==> config.mk <==
export PLATFORM = sky130hd
export DESIGN_NAME = cic_decimator
export DESIGN_NICKNAME = d
export VERILOG_FILES = /design/src/rtl/cic_decimator.sv
export SDC_FILE = /design/constraint.sdc
export NUM_CORES = 1
export LEC_CHECK = 0
export CAP_MARGIN = 25
export CORE_MARGIN = 2
export CORE_UTILIZATION = 25
export DETAILED_ROUTE_END_ITERATION = 7
export GPL_TIMING_DRIVEN = 0
export PLACE_DENSITY = 0.36
export SLEW_MARGIN = 20
export SYNTH_ARGS = -nofsm -noshare
export SYNTH_HDL_FRONTEND = slang
export SYNTH_SLANG_ARGS = --single-unit
==> constraint.sdc <==
create_clock -name clock -period 9.2 [get_ports clock]
set_input_delay 1.84 -clock clock [delete_from_list [all_inputs] [get_ports clock]]
set_output_delay 1.84 -clock clock [all_outputs]
set_load 0.03 [all_outputs]
==> src/rtl/cic_decimator.sv <==
// cic_decimator: N-stage CIC decimator, offset-binary in and out.
// Integrators run per input strobe; combs run serially, one per clock.
module cic_decimator #(
  parameter int WIDTH      = 8,
  parameter int OUT_WIDTH  = 8,
  parameter int STAGES     = 3,
  parameter int RATE       = 8,
  parameter int DIFF_DELAY = 1
) (
  input  logic                 clock,
  input  logic                 reset,
  input  logic                 in_valid,
  input  logic [WIDTH-1:0]     x_in,
  output logic [OUT_WIDTH-1:0] y_out,
  output logic                 out_valid,
  output logic                 overrun
);

  localparam int IW = WIDTH + STAGES * $clog2(RATE * DIFF_DELAY);
  localparam int CW = $clog2(RATE);
  localparam int SW = $clog2(STAGES + 1);

  typedef logic signed [IW-1:0] acc_t;
  typedef enum logic [1:0] {IDLE, COMB, LOAD} state_t;

  state_t state, state_nxt;

  acc_t integ     [STAGES];
  acc_t integ_nxt [STAGES];
  acc_t dly       [STAGES][DIFF_DELAY];

  acc_t snap, cval, comb_in, comb_out, s;
  logic signed [WIDTH-1:0] xs;
  logic [OUT_WIDTH-1:0]    top;
  logic [CW-1:0]           cnt;
  logic [SW-1:0]           idx;
  logic dec, load_snap, do_comb, do_load;

  assign xs  = {~x_in[WIDTH-1], x_in[WIDTH-2:0]};
  assign s   = acc_t'(xs);
  assign dec = in_valid && (cnt == CW'(RATE - 1));

  // stage 0 reads the snapshot, later stages chain on the last comb result
  assign comb_in  = (idx == '0) ? snap : cval;
  assign comb_out = comb_in - dly[idx][DIFF_DELAY-1];
  assign top      = cval[IW-1 -: OUT_WIDTH];

  always_comb begin
    integ_nxt[0] = integ[0] + s;
    for (int k = 1; k < STAGES; k++)
      integ_nxt[k] = integ[k] + integ[k-1];
  end

  always_ff @(posedge clock) begin
    if (reset) state <= IDLE;
    else       state <= state_nxt;
  end

  always_comb begin
    state_nxt = state;
    load_snap = 1'b0;
    do_comb   = 1'b0;
    do_load   = 1'b0;
    unique case (state)
      IDLE: begin
        if (dec) begin
          state_nxt = COMB;
          load_snap = 1'b1;
        end
      end
      COMB: begin
        do_comb = 1'b1;
        if (idx == SW'(STAGES - 1)) state_nxt = LOAD;
      end
      LOAD: begin
        do_load   = 1'b1;
        state_nxt = IDLE;
      end
      default: state_nxt = IDLE;
    endcase
  end

  always_ff @(posedge clock) begin
    if (reset) begin
      for (int k = 0; k < STAGES; k++) begin
        integ[k] <= '0;
        for (int j = 0; j < DIFF_DELAY; j++)
          dly[k][j] <= '0;
      end
      snap      <= '0;
      cval      <= '0;
      cnt       <= '0;
      idx       <= '0;
      y_out     <= {1'b1, {(OUT_WIDTH-1){1'b0}}};
      out_valid <= 1'b0;
      overrun   <= 1'b0;
    end else begin
      out_valid <= do_load;
      if (in_valid) begin
        for (int k = 0; k < STAGES; k++)
          integ[k] <= integ_nxt[k];
        cnt <= dec ? '0 : cnt + CW'(1);
      end
      // a busy comb pass keeps running; the new snapshot is lost
      if (dec && state != IDLE) overrun <= 1'b1;
      if (load_snap) begin
        snap <= integ_nxt[STAGES-1];
        idx  <= '0;
      end
      if (do_comb) begin
        cval        <= comb_out;
        dly[idx][0] <= comb_in;
        for (int j = 1; j < DIFF_DELAY; j++)
          dly[idx][j] <= dly[idx][j-1];
        idx <= idx + SW'(1);
      end
      if (do_load)
        y_out <= {~top[OUT_WIDTH-1], top[OUT_WIDTH-2:0]};
    end
  end

endmodule

**After elaboration in Yosys (flattened, before gate mapping)**

Memory sizes are Yosys's and may differ from the RTL's. A register that Yosys moved wholly into a read port is not among the register bits.
Cells that the tools add are included.

- Word-level logic and storage cells: 62
- Flip-flop bits (word level): 51
- Input bits: 11
- RAM bits: 102
- Output and inout bits: 10
- Memories: 2

Memories:

| name | depth | bits a word | rd ports | clocked after memory_dff | wr ports | RTL line | text |
|---|---|---|---|---|---|---|---|
| dly | 3 | 17 | 1 | 1 | 3 | 30 | `acc_t dly [STAGES][DIFF_DELAY];` |
| integ | 3 | 17 | 3 | 0 | 3 | 28 | `acc_t integ [STAGES];` |

- Bitwise operators: 5
- Equality and inequality tests: 6
- Add/subtract/negate cells: 6
- Reductions and logical operators: 8
- Muxes and demuxes: 27

Operators with widths:

| operator | count |
|---|---|
| two-way mux 17 bit | 5 |
| adder 17 bit | 2 |
| adder 17 x 8 -> 17 bit | 1 |
| OR reduction 17 bit | 1 |
| subtractor 17 bit | 1 |
| two-way mux 2 bit | 7 |
| two-way mux 1 bit | 13 |
| equality test 2 bit (second input constant) | 2 |
| zero test 2 bit | 2 |
| inequality test 2 bit (second input constant) | 2 |
| case mux 2 bit (2 select lines) | 1 |
| nonzero test 2 bit | 2 |
| adder 3 x 1 -> 3 bit (second input constant) | 1 |
| equality test 3 bit (second input constant) | 1 |
| two-way mux 3 bit | 1 |
| bitwise OR 1 bit | 3 |
| adder 2 x 1 -> 2 bit (second input constant) | 1 |
| equality test 2 x 1 -> 1 bit (second input constant) | 1 |
| logical AND 1 bit | 2 |
| NOT 1 bit | 2 |
| AND reduction 2 bit | 1 |

**Depth between registers and ports, before layout**

- Depth in word-level cells: 8
- Mapped depth: 14
- Depth with buffers taken out: 11

**Least setup slack after synthesis**

No wires, ideal clock.

- Path kind: in2reg
- From: input port x_in[7]
- To: memory integ[0][16] (netlist bit), data pin
- Setup time: 0.256 ns
- Setup slack: 5.497 ns
- Buffers on the path: 1
- Stages on the path: 9
- Required time: 8.944 ns
- Data arrival time: 3.446 ns
- Path through: inv_1 -> ha_1 -> clkbuf_1 -> a21o_1 -> a21o_1 -> a211o_1 -> a21oi_1 -> a211oi_1 -> nand2b_1

RTL lines:

| element | RTL line | text |
|---|---|---|
| from (decl) | 13 | `input logic [WIDTH-1:0] x_in,` |
| to (decl) | 28 |  |

==> implementation parameters <==
Parameter                              Value

Outcome
  Result of the run ... finished clean

Floorplan
  Site Rows ... 72
  Floorplan die area ... 40620 um^2
  Effective utilization at floorplan ... 25.31%
  Standard cell core area ... 38560 um^2
  Chip Height ... 201.6 um
  I/O pin count ... 21
  X dimension of the die ... 201.6 um

Timing
  Final TNS setup ... 0 ns
  Post-route clock period utilization ... 46.45%
  Actual transition at the worst max-transition pin ... 0.9670 ns
  Number of setup violations in the final report ... 0
  RSZ-0062 raised after global routing ... false
  Final Slew Violations ... 0
  Max-slew headroom ... 35.38%
  Hold_ws ... 0.4528 ns
  Highest attainable clock frequency ... 0.2340 GHz
  Clock tree skew after final layout ... 0.01027 ns
  Post-layout min period ... 4.274 ns
  Final hold vios ... 0

Route
  Count of nets left with antenna violations after detail routing ... 0
  Wire length per cell ... 18.32 um
  Number of detailed-route iterations in the first pass ... 6
  Vias ... 7153
  Number of design rule violations left after detail routing ... 0
  Vias/cell ... 4.694
  Violation count after the first detailed-route iteration ... 429
  Sum of routed wire length over all layers ... 27920 um

Synth
  Commonest register cell after synthesis ... edfxtp_1
  Register area share after synthesis ... 47.50%
  Count of distinct cell types in the synthesized netlist ... 57
  Mean cell area of the mapped netlist ... 10.24 um^2
  Total standard cell area after synthesis ... 9757 um^2
  Synthesized netlist net count ... 1038
  Mapped Cells ... 953
  Flip-flop and latch count after synthesis ... 172
  Total number of yosys warnings ... 0
  Count of flip-flops with a built-in enable after synthesis ... 119
  Post-synthesis async set-or-reset flop share ... 0%

Clock tree
  Post-CTS setup buffer count ... 0
  Sink Count ... 172
  Clk pin slew, worst setup/hold paths ... 0.07 ns
  Hold buffer count at cts ... 0
  Bufs on Longest Clock Path ... 2
  Worst-Skew Late Latency ... 0.45 ns
  # resized after CTS ... 0
  CTS root buffer ... clkbuf_16
  CTS H-tree depth ... 4
  Number of buffers added by the clock tree synthesis step ... 17
  TritonCTS clock tree ... yes

GRT
  Global route total overflow ... 0
  Via count of the first global-routing pass ... 7324
  First-pass GRT wire length ... 43940 um
  Largest net degree at the start of global routing ... 52
  Number of antenna violations at the first check in global routing ... 1
  All-layer global routing usage ... 14.23%

Hold path
  Number of cells on the worst hold path ... 2
  Hold Startpoint ... overrun
  Hold crit path type ... flop to flop
  Hold worst-path end ... overrun

Worst setup path
  Register-to-Register Setup Slack ... 5.04 ns
  Largest fanout of any net on the critical path ... 17
  Critical path arrival ... 4.24 ns
  Worst Setup Path Type ... primary input to flop
  Endpoint required time on the critical path ... 9.17 ns
  Crit path capture type ... flop
  Critical path startpoint category ... primary input
  Capturing point of the worst reg2reg path ... cval[12]
  Count of cells along the worst register-to-register path ... 11

Power and ir drop
  Cell-internal power ... 0.001434 W
  Switching power ... 0.0005925 W
  Total power per unit cell area ... 179.7 nW/um^2
  VDD IR max ... 0.1410 mV
  Net switching share of the total power ... 29.23%
  Fraction of power consumed by combinational cells ... 16.5%
  Clock power frac ... 39.5%
  Leakage ... 4.364 nW
  Flop pwr share ... 44.0%

Finish
  Most common library cell in the layout ignoring fill and taps ... edfxtp_1
  Number of antenna cells inserted ... 0
  Number of fill cells ... 4136
  Post-synthesis to final-layout area growth ... 15.58%
  NumNets Final ... 1078
  Share of layout cells above drive strength 1 ... 6.561%
  Layout Cells excl Fill ... 1524
  Leading cell types in the layout, fill and taps excluded ... edfxtp_1 (119), nor2_1 (113), nand2_1 (87), a21oi_1 (80), ha_1 (70)

Placement
  Routability congestion estimate ... 0.7703
  Post-placement cell count ... 1490
  Quantity of I/O buffers inserted on ports ... 18
  Detailed-placement wirelength estimate ... 20460 um

Flow run
  Maximum capacitance violations ... 0
## cells by family after synthesis
group	share of synthesized area [%]
AND/OR/NAND/NOR	15.89
AO/OA/AOI/OAI	13.43
adder cells (fa/ha/maj)	9.797
buffers and inverters	3.283
flip-flops	47.50
XOR/XNOR	4.129
multiplexers	5.976
## metal layers
metal / routed length (um) / global-route usage [%] / part of all wire (%) / vias up
li1: - / - / - / 3569
met1: 13960 / 19.62 / 50 / 3488
met2: 12960 / 23.23 / 46 / 79
met3: 707 / 2.430 / 2.5 / 17
met4: 301 / 3.414 / 1.1 / 0
met5: 0 / 0 / 0 / -
## worst max-delay path by stage
stage	start	endpoint	depth (start not counted)	slack, ns
4_1_cts	reset	dly[2][5]	5	4.82
3_5_place_dp	reset	dly[2][1]	5	4.35
2_1_floorplan	x_in[7]	integ[0][16]	9	5.50
5_1_grt	reset	dly[2][9]	5	4.66
3_3_place_gp	reset	dly[2][1]	5	4.36
6_report	reset	dly[2][4]	5	4.93
## critical path: stages
cell      delay [ns]
clkbuf_1        0.32
nor2_1          0.24
nand2_1         0.47
clkbuf_1        0.58
nand2_1         0.76
## Yosys cell counts, types with 18 or more instances
cell type / count / area (um^2)
a21oi_1: 80 / 400.4
ha_1: 70 / 875.8
nand3_1: 29 / 145.1
edfxtp_1: 119 / 3573
dfxtp_1: 53 / 1061
o21ai_0: 41 / 205.2
mux2i_1: 20 / 200.2
inv_1: 42 / 157.7
clkbuf_1: 33 / 123.9
xor2_1: 19 / 166.4
and2_1: 18 / 112.6
xnor2_1: 27 / 236.5
nand2_1: 87 / 326.6
nor2_1: 113 / 424.2
## metrics by stage
step           util, %  total power (W)  cell area [um^2]  setup WS [ns]
2_1_floorplan        -         0.001144              9757          5.497
3_3_place_gp     27.45         0.001248             10590          4.357
3_5_place_dp     27.50         0.001243             10600          4.348
4_1_cts          29.14         0.002055             11230          4.824
5_1_grt          29.25         0.002131             11280          4.660
6_report         29.25         0.002027             11280          4.926
## power by group through the flow
stage / Combinational [W] / Sequential, W / Clock (W)
6_report: 0.000335 / 0.000891 / 0.000801
5_1_grt: 0.000382 / 0.000895 / 0.000854
4_1_cts: 0.000335 / 0.000893 / 0.000827
3_5_place_dp: 0.000333 / 0.000911 / 0
3_3_place_gp: 0.000337 / 0.000911 / 0
2_1_floorplan: 0.000248 / 0.000895 / 0
## registers in the layout (all words and copies together) (netlist names), named ones only
signal,flops
out_valid,1
y_out,8
dly,68
idx,2
cval,17
integ,51
snap,17
state,2
overrun,1
cnt,3
## area by class of cell
type | instances | area (um^2) | area share, %
plain buffers | 42 | 162.7 | 1.442
clock buffers | 17 | 425.4 | 3.772
clock inverters | 15 | 205.2 | 1.820
inverters | 42 | 157.7 | 1.398
multi-input cells | 697 | 4810 | 42.65
flip-flops and latches | 172 | 4634 | 41.10
well taps | 518 | 648.1 | 5.747
repair buffers | 21 | 234.0 | 2.075
(Power assumes the default switching activity.)
